--- config.mk ---
export PLATFORM = sky130hd
export DESIGN_NAME = regfile_scoreboard
export DESIGN_NICKNAME = d
export VERILOG_FILES = /design/src/rtl/regfile_scoreboard.sv
export SDC_FILE = /design/constraint.sdc
export NUM_CORES = 2
export LEC_CHECK = 0
export CAP_MARGIN = 20
export CORE_MARGIN = 4
export CORE_UTILIZATION = 55
export DETAILED_ROUTE_END_ITERATION = 16
export GPL_TIMING_DRIVEN = 0
export PLACE_DENSITY = 0.7
export SLEW_MARGIN = 20
export SYNTH_ARGS = -nofsm -noshare
export SYNTH_HDL_FRONTEND = slang
export SYNTH_SLANG_ARGS = --single-unit
--- constraint.sdc ---
create_clock -name clk -period 4.23 [get_ports clk]
set_clock_uncertainty 0.1 [all_clocks]
set_input_delay 0.846 -clock clk [delete_from_list [all_inputs] [get_ports clk]]
set_output_delay 0.846 -clock clk [all_outputs]
set_load 0.03 [all_outputs]
--- src/rtl/regfile_scoreboard.sv ---
// regfile_scoreboard: ID-stage register file with write-back scoreboard.
//   NUM_RD combinational read ports with write-through bypass, one WB write
//   port, and a per-register pending-write counter for RAW stall detection.
//   Address 15 always reads pc_in.
// Ports:
//   clk, rst (async, active low)
//   pc_in                        value returned for address 15
//   rd_addr / rd_data / rd_busy  flattened read ports, port k at [k*W +: W]
//   wb_en, wb_dest, wb_value     write-back port (also retires one pending write)
//   issue_en, issue_dest         ID issue of a writing instruction (pending +1)
//   issue_full                   issue_dest already has MAX_INFLIGHT pending
//   sb_err                       sticky: WB with nothing pending, or issue while full
// Optional: define REGFILE_STATUS_EN to add the NZCV status register
//   (status_we, status_in, status_out).

module regfile_rd_port #(
  parameter int WORD_LEN   = 32,
  parameter int WORD_COUNT = 15,
  parameter int ADDR_W     = 4,
  parameter int CNT_W      = 2
) (
  input  logic [ADDR_W-1:0]                    addr,
  input  logic [WORD_LEN-1:0]                  pc_in,
  input  logic [WORD_COUNT-1:0][WORD_LEN-1:0]  regs,
  input  logic [WORD_COUNT-1:0][CNT_W-1:0]     cnt,
  input  logic                                 wb_valid,
  input  logic [ADDR_W-1:0]                    wb_dest,
  input  logic [WORD_LEN-1:0]                  wb_value,
  output logic [WORD_LEN-1:0]                  data,
  output logic                                 busy
);
  localparam logic [ADDR_W:0] PC_A = (ADDR_W+1)'(15);
  localparam logic [ADDR_W:0] WC   = (ADDR_W+1)'(WORD_COUNT);

  logic hit;
  assign hit = wb_valid && (wb_dest == addr);

  always_comb begin
    data = '0;
    busy = 1'b0;
    if ({1'b0, addr} == PC_A) begin
      data = pc_in;
    end else if ({1'b0, addr} < WC) begin
      data = hit ? wb_value : regs[addr];
      // the last outstanding write landing this cycle is served by the bypass
      busy = (cnt[addr] > CNT_W'(1)) || ((cnt[addr] == CNT_W'(1)) && !hit);
    end
  end
endmodule

module regfile_scoreboard #(
  parameter int WORD_LEN     = 32,
  parameter int WORD_COUNT   = 15,
  parameter int NUM_RD       = 3,
  parameter int MAX_INFLIGHT = 3,
  parameter int ADDR_W       = 4
) (
  input  logic                       clk,
  input  logic                       rst,
  input  logic [WORD_LEN-1:0]        pc_in,
  input  logic [NUM_RD*ADDR_W-1:0]   rd_addr,
  output logic [NUM_RD*WORD_LEN-1:0] rd_data,
  output logic [NUM_RD-1:0]          rd_busy,
  input  logic                       wb_en,
  input  logic [ADDR_W-1:0]          wb_dest,
  input  logic [WORD_LEN-1:0]        wb_value,
  input  logic                       issue_en,
  input  logic [ADDR_W-1:0]          issue_dest,
  output logic                       issue_full,
  output logic                       sb_err
`ifdef REGFILE_STATUS_EN
  ,
  input  logic                       status_we,
  input  logic [3:0]                 status_in,
  output logic [3:0]                 status_out
`endif
);
  localparam int CNT_W = $clog2(MAX_INFLIGHT + 1);
  localparam logic [ADDR_W:0]  PC_A    = (ADDR_W+1)'(15);
  localparam logic [ADDR_W:0]  WC      = (ADDR_W+1)'(WORD_COUNT);
  localparam logic [CNT_W-1:0] CNT_MAX = CNT_W'(MAX_INFLIGHT);

  logic [WORD_COUNT-1:0][WORD_LEN-1:0] regs;
  logic [WORD_COUNT-1:0][CNT_W-1:0]    cnt;
  logic [WORD_COUNT-1:0]               inc, dec;
  logic                                wb_valid, issue_ok, err_set;

  // PC address and anything past the physical file are not real registers
  assign wb_valid = wb_en && ({1'b0, wb_dest} != PC_A) && ({1'b0, wb_dest} < WC);
  assign issue_ok = ({1'b0, issue_dest} != PC_A) && ({1'b0, issue_dest} < WC);

  // a retiring write to the same register frees a slot this cycle
  assign issue_full = issue_ok && (cnt[issue_dest] == CNT_MAX) &&
                      !(wb_valid && (wb_dest == issue_dest));

  always_comb begin
    inc     = '0;
    dec     = '0;
    err_set = issue_en && issue_full;
    for (int i = 0; i < WORD_COUNT; i++) begin
      inc[i] = issue_en && issue_ok && !issue_full && (issue_dest == ADDR_W'(i));
      dec[i] = wb_valid && (wb_dest == ADDR_W'(i));
      if (dec[i] && !inc[i] && (cnt[i] == '0)) err_set = 1'b1;
    end
  end

  always_ff @(posedge clk or negedge rst) begin
    if (!rst) begin
      for (int i = 0; i < WORD_COUNT; i++) begin
        regs[i] <= WORD_LEN'(i);
        cnt[i]  <= '0;
      end
      sb_err <= 1'b0;
    end else begin
      if (wb_valid) regs[wb_dest] <= wb_value;
      for (int i = 0; i < WORD_COUNT; i++) begin
        if (inc[i] && !dec[i])                     cnt[i] <= cnt[i] + CNT_W'(1);
        else if (dec[i] && !inc[i] && cnt[i] != '0) cnt[i] <= cnt[i] - CNT_W'(1);
      end
      if (err_set) sb_err <= 1'b1;
    end
  end

  for (genvar k = 0; k < NUM_RD; k++) begin : g_rd
    regfile_rd_port #(
      .WORD_LEN(WORD_LEN), .WORD_COUNT(WORD_COUNT), .ADDR_W(ADDR_W), .CNT_W(CNT_W)
    ) u_rd (
      .addr     (rd_addr[k*ADDR_W +: ADDR_W]),
      .pc_in    (pc_in),
      .regs     (regs),
      .cnt      (cnt),
      .wb_valid (wb_valid),
      .wb_dest  (wb_dest),
      .wb_value (wb_value),
      .data     (rd_data[k*WORD_LEN +: WORD_LEN]),
      .busy     (rd_busy[k])
    );
  end

`ifdef REGFILE_STATUS_EN
  logic [3:0] status_q;
  always_ff @(posedge clk or negedge rst) begin
    if (!rst)           status_q <= 4'b0;
    else if (status_we) status_q <= status_in;
  end
  assign status_out = status_we ? status_in : status_q;
`endif
endmodule

==> After elaboration in Yosys (flattened, before gate mapping) <==
Cells that the tools add are included.
{ "word_totals": {"ff_bits": 511, "inputBits": 88, "out_inout_bits": 101, "wordCells": 384} }
{ "classes": {"n_addsub": 30, "n_lt_le_gt_ge": 14, "n_eq_ne": 41, "muxes": 77, "reduce_logical": 191} }
{ "op_table": {"columns": ["op", "count"], "rows": [
  ["$bwmux W480", 1],
  ["$mux W32", 13],
  ["$bmux W32 S4", 3],
  ["$demux W32 S4", 1],
  ["$logic_and A1 B1 Y1", 106],
  ["$eq A4 B4 Y1 const B", 17],
  ["$mux W2", 34],
  ["$reduce_bool A2 Y1", 30],
  ["$logic_not A1 Y1", 35],
  ["$bmux W2 S4", 4],
  ["$eq A4 B3 Y1 const B", 8],
  ["$add A2 B1 Y2 const B", 15],
  ["$logic_not A2 Y1", 15],
  ["$sub A2 B1 Y2 const B", 15],
  ["$lt A4 B5 Y1 const B", 5],
  ["$mux W1", 21],
  ["$lt A4 B4 Y1 const B", 5],
  ["$eq A4 B2 Y1 const B", 4],
  ["$eq A4 B4 Y1", 4],
  ["$eq A4 B1 Y1 const B", 2],
  ["$logic_not A4 Y1", 2],
  ["$ne A4 B4 Y1 const B", 2],
  ["$eq A2 B1 Y1 const B", 3],
  ["$gt A2 B1 Y1 const B", 3],
  ["other kinds (3)", 5]
]} }

==> Longest topological paths before layout <==
{ "logic_depth": {"word_depth": 27, "depth_mapped": 11, "depth_no_buf": 9} }

==> Hierarchy <==
From an unflattened synthesis, not the netlist that was laid out.
{ "hier_totals": {"cells_unflattened": 3068, "area_unflattened_um2": 35491.5} }
{ "modules_own_cells": {"columns": ["mod", "n_inst", "cells_each", "area_per_inst_um2", "seq_area_each_um2"], "rows": [
  ["regfile_scoreboard", 1, 1496, 20323.2, 12822.3],
  ["regfile_rd_port", 3, 524, 5056.1, 0.0]
]} }

==> Worst setup path after synthesis <==
No wires, ideal clock.
{ "synth_timing": {"path_type": "input -> output", "startpoint": "in rd_addr[0]", "endpoint": "out rd_data[10]", "arrival_time_ps": 2801, "required_time_ps": 3284, "setup_slack_ps": 483, "stages": 6, "path_buffers": 2, "path_cell_list": "buf_2 -> buf_1 -> mux4_2 -> mux4_2 -> nand2_1 -> nand2_1"} }
{ "synth_between": {"elab_chain_cells": 5, "word_cells_on_any_way": 9, "classes_between": "1 x order compare; 2 x eq/ne; 5 x mux; 1 x reduce/logical"} }
{ "synth_lines": {"columns": ["item", "line_no", "source"], "rows": [
  ["start: declaration", "61", "input logic [NUM_RD*ADDR_W-1:0] rd_addr,"],
  ["$bmux W32 S4 or $eq A4 B4 Y1 (tied branches)", "44, 36", null],
  ["$mux W32 (not written as such) or $logic_and A1 B1 Y1 (tied branches)", "44, 36", null],
  ["$mux W32", "44", "data = hit ? wb_value : regs[addr];"],
  ["$mux W32", "43", "end else if ({1'b0, addr} < WC) begin"],
  ["$mux W32 (*)", "41", "if ({1'b0, addr} == PC_A) begin"],
  ["end: declaration", "62", "output logic [NUM_RD*WORD_LEN-1:0] rd_data,"]
]} }
Mark *: on every way between the ends. The rest lies on a longest branch, timed or not. The select of a mux whose other input is x is not followed.

==> Worst setup path in the final report <==
{ "layout_timing": {"startpoint": "in rd_addr[9]", "endpoint": "out rd_data[64]"} }
Same word-level chain as after synthesis.

==> flow_results.xml <==
<?xml version="1.0" encoding="UTF-8"?>
<metrics>
  <group name="synth">
    <metric name="total_number_of_yosys_warnings" unit="">0</metric>
    <metric name="synth_enable_flop_cells" unit="">0</metric>
    <metric name="post_synth.cell_area_avg" unit="um2">12.6</metric>
    <metric name="yosysUniqueCellTypes" unit="">72</metric>
    <metric name="postSynthNetCount" unit="">2765</metric>
    <metric name="synth_sequential_area_ratio" unit="%">37.9</metric>
    <metric name="synth_area" unit="um2">33800</metric>
    <metric name="number_of_instances_in_the_synthesized_netlist" unit="">2677</metric>
    <metric name="ys.flop_type" unit="">sky130_fd_sc_hd__dfrtp_1</metric>
    <metric name="synthArstFlopShare" unit="%">100</metric>
    <metric name="synth.ff_latch_count" unit="">511</metric>
  </group>
  <group name="clocking">
    <metric name="numClockSinks" unit="">511</metric>
    <metric name="clock_path_buffers" unit="">3</metric>
    <metric name="clock_tree_from_tritoncts" unit="">yes</metric>
    <metric name="clockRootBuffer" unit="">sky130_fd_sc_hd__clkbuf_16</metric>
    <metric name="clock_pin_slew_on_the_worst_setup_and_hold_paths" unit="ns">0.07</metric>
    <metric name="clk_latency" unit="ns">0.65</metric>
    <metric name="cts_inserted_buffers" unit="">57</metric>
    <metric name="htree_levels" unit="">2</metric>
    <metric name="cts.hold.buffers_added" unit="">0</metric>
  </group>
  <group name="cells_and_area">
    <metric name="regArea" unit="um2">12800</metric>
    <metric name="multi_input_comb_area" unit="um2">19700</metric>
    <metric name="num-nets-final" unit="">2977</metric>
    <metric name="final_design_area_no_fill" unit="um2">39100</metric>
    <metric name="layout_commonest_cell" unit="">sky130_fd_sc_hd__dfrtp_1</metric>
    <metric name="final.fill_count" unit="">4499</metric>
    <metric name="final_core_util" unit="%">64.6</metric>
    <metric name="area_growth" unit="%">15.7</metric>
    <metric name="final_cell_mix" unit="">483 x sky130_fd_sc_hd__dfrtp_1, 451 x sky130_fd_sc_hd__nand2_1, 416 x sky130_fd_sc_hd__mux2_2</metric>
    <metric name="layout-drive-gt1-share" unit="%">40.1</metric>
  </group>
  <group name="power_and_ir_drop">
    <metric name="power_leakage" unit="nW">16.3</metric>
    <metric name="powerDensity" unit="nW/um2">481</metric>
    <metric name="power.ir.vdd_worst" unit="mV">0.348</metric>
  </group>
  <group name="worst_setup_path">
    <metric name="cp_data_arrival_time" unit="ns">3.33</metric>
    <metric name="cp_data_required_time" unit="ns">3.28</metric>
    <metric name="crit_path_start_kind" unit="">input port</metric>
    <metric name="slowest_library_cell_on_the_worst_path" unit="">sky130_fd_sc_hd__mux4_2</metric>
    <metric name="worstSetupPathType" unit="">input port to output pin</metric>
    <metric name="worst_r2r_endpoint" unit="">sb_err</metric>
    <metric name="reg2reg_slack" unit="ns">1.20</metric>
    <metric name="worstPathBufferInverterCount" unit="">4</metric>
    <metric name="critPathMaxFanout" unit="">10</metric>
    <metric name="worst_setup_path_end_kind" unit="">output pin</metric>
    <metric name="worst-r2r-cell-count" unit="">8</metric>
    <metric name="path_cells" unit="">clkdlybuf4s15_2 &gt; clkbuf_8 &gt; buf_2 &gt; mux4_2 &gt; mux4_2 &gt; nand2_1 &gt; nand2_1 &gt; dlygate4sd2_1</metric>
    <metric name="critical_path.max_stage_delay" unit="ns">0.47</metric>
    <metric name="rr_startpoint" unit="">cnt[18]</metric>
    <metric name="critical-path-top-delay-family" unit="">buffers and inverters</metric>
  </group>
  <group name="outcome">
    <metric name="outcome" unit="">finished with violations</metric>
    <metric name="violations" unit="">negative setup slack</metric>
  </group>
  <group name="sta">
    <metric name="worstMarginPinSlew" unit="ns">1.22</metric>
    <metric name="fmaxAchievable" unit="MHz">234</metric>
    <metric name="hold_viol_final" unit="">0</metric>
    <metric name="tns" unit="ns">-0.215</metric>
    <metric name="timing.max_slew.rel_slack" unit="%">18.6</metric>
    <metric name="fin_ws" unit="ns">-0.0462</metric>
    <metric name="post-route-min-period" unit="ns">4.28</metric>
    <metric name="fin_crit_sh" unit="%">101</metric>
    <metric name="finalSetupViolations" unit="">15</metric>
    <metric name="final-max-slew-violation-count" unit="">0</metric>
  </group>
  <group name="place">
    <metric name="place.port_buffers" unit="">147</metric>
    <metric name="gp_congestion" unit="">0.963</metric>
    <metric name="detailed_place.area" unit="um2">36500</metric>
    <metric name="place_hpwl" unit="um">85300</metric>
  </group>
  <group name="routing">
    <metric name="drt_wl_total" unit="um">127000</metric>
    <metric name="via_count" unit="">27800</metric>
    <metric name="dr.pass1.iters" unit="">8</metric>
    <metric name="number_of_routed_nets_with_antenna_violations" unit="">0</metric>
    <metric name="avgRoutedWirePerCell" unit="um">34.2</metric>
    <metric name="drt_iter0_markers" unit="">4118</metric>
    <metric name="drc_violations_left" unit="">0</metric>
    <metric name="vias_per_cell" unit="">7.47</metric>
  </group>
  <group name="grt">
    <metric name="global_route_wire_length_before_repair" unit="um">185000</metric>
    <metric name="gr-usage-all-layers" unit="%">38.1</metric>
    <metric name="grt_max_degree" unit="">97</metric>
    <metric name="grt_antenna_before_repair" unit="">6</metric>
    <metric name="grt_pass1_vias" unit="">28600</metric>
    <metric name="grt_total_ovfl" unit="">0</metric>
  </group>
  <group name="floorplan">
    <metric name="initial_core_util" unit="%">55.8</metric>
    <metric name="floorplan.core_area" unit="um2">60600</metric>
    <metric name="top_level_ports" unit="">189</metric>
    <metric name="std_cell_rows" unit="">90</metric>
    <metric name="chipWidth" unit="um">256</metric>
    <metric name="die_area" unit="um2">65500</metric>
    <metric name="die_h" unit="um">256</metric>
  </group>
  <group name="hold_path">
    <metric name="timing.hold.worst.class" unit="">input port to async pin</metric>
  </group>
  <group name="flow_run">
    <metric name="cap_viol_max_count" unit="">0</metric>
  </group>
</metrics>
[layout make-up]
class                   instances  share of cell area, %
diodes                          4                 0.0256
clock buffers                  88                   4.41
well taps                     782                   2.50
multi-input cells            1851                   50.4
flip-flops and latches        511                   32.8
inverters                      14                  0.134
repair buffers                159                   3.88
clock inverters                18                  0.566
plain buffers                 295                   5.35
[where the power goes]
part	switching, mW	internal, mW	total, mW
sequential	1.25	6.08	7.33
clock	2.23	3.04	5.27
combinational	2.93	3.30	6.22
total	6.40	12.4	18.8
[repair_timing]
action / 4_1_cts / 5_1_grt
endpoints found under the setup margin: 100 / 89
buffers inserted: 5 / 1
pin swaps: 3 / 4
gates resized for setup: 420 / 79
[synth_stat cells (all sizes together) (7+ instances only)]
library cell	count	area (um2)
a211oi	12	90.1
a21oi	21	113
a221o	32	320
a22oi	69	518
a31oi	7	43.8
and3	7	47.5
buf	111	537
clkbuf	189	757
dfrtp	483	12100
dfstp	28	736
inv	13	48.8
mux2	416	4680
mux2i	104	1040
mux4	403	9080
nand2	453	1710
nand3	23	115
nand4	7	43.8
nor2	29	111
nor2b	40	250
nor4	7	56.3
o211ai	7	52.6
o21a	7	52.6
o21ai	122	614
xnor2	13	114
xor2	8	70.1
[flip-flops by register name (all words and copies together) (netlist names)]
name,count
sb_err,1
regs,480
cnt,30
[cell families after synthesis]
group | after synthesis | synth area share (%)
xor+xnor | 21 | 0.544
compound gates | 304 | 6.05
flops | 511 | 37.9
mux | 923 | 43.8
buf+inv | 315 | 4.01
simple gates | 603 | 7.73
[routing by layer]
layer / vias to the layer above / global-route usage, % / share of wire (%)
met5: - / 0 / 0.021
met4: 4 / 23.0 / 6.9
met3: 586 / 13.7 / 13
met2: 2299 / 57.5 / 45
met1: 14200 / 47.4 / 35
li1: 10700 / - / -
[worst max-delay path by stage]
stage               startpoint  depth (start not counted)  slack (ns)     endpoint
floorplan           rd_addr[0]                          6        0.48  rd_data[10]
global placement           rst                          1      -20.54    regs[146]
detailed placement  wb_dest[3]                         10       -2.50  rd_data[44]
CTS                 rd_addr[0]                          7       0.003  rd_data[12]
global route        rd_addr[3]                          6       -0.04  rd_data[27]
finish              rd_addr[9]                          8       -0.05  rd_data[64]
[per-stage QoR]
stage	hold WS [ns]	cells	worst slack [ns]	power [mW]
after CTS	0.0356	3718	0.00303	18.6
final	0.0185	3722	-0.0462	18.8
after detailed placement	0.364	3612	-2.50	13.6
after floorplan	0.348	2677	0.483	11.4
after global placement	0.357	3606	-20.54	13.2
after global routing	0.0620	3721	-0.0383	19.4
[worst reg2reg max path, stage by stage, from the launching register on]
cell                        delay (ns)
sky130_fd_sc_hd__dfrtp_1          0.47
sky130_fd_sc_hd__and3_1           0.20
sky130_fd_sc_hd__a311o_1          0.33
sky130_fd_sc_hd__a32oi_2          0.25
sky130_fd_sc_hd__o31ai_2          0.15
sky130_fd_sc_hd__a21oi_2          0.42
sky130_fd_sc_hd__a2111oi_0        0.19
sky130_fd_sc_hd__a2111oi_0        0.62
sky130_fd_sc_hd__nand3_1          0.14
(Power assumes the default switching activity.)
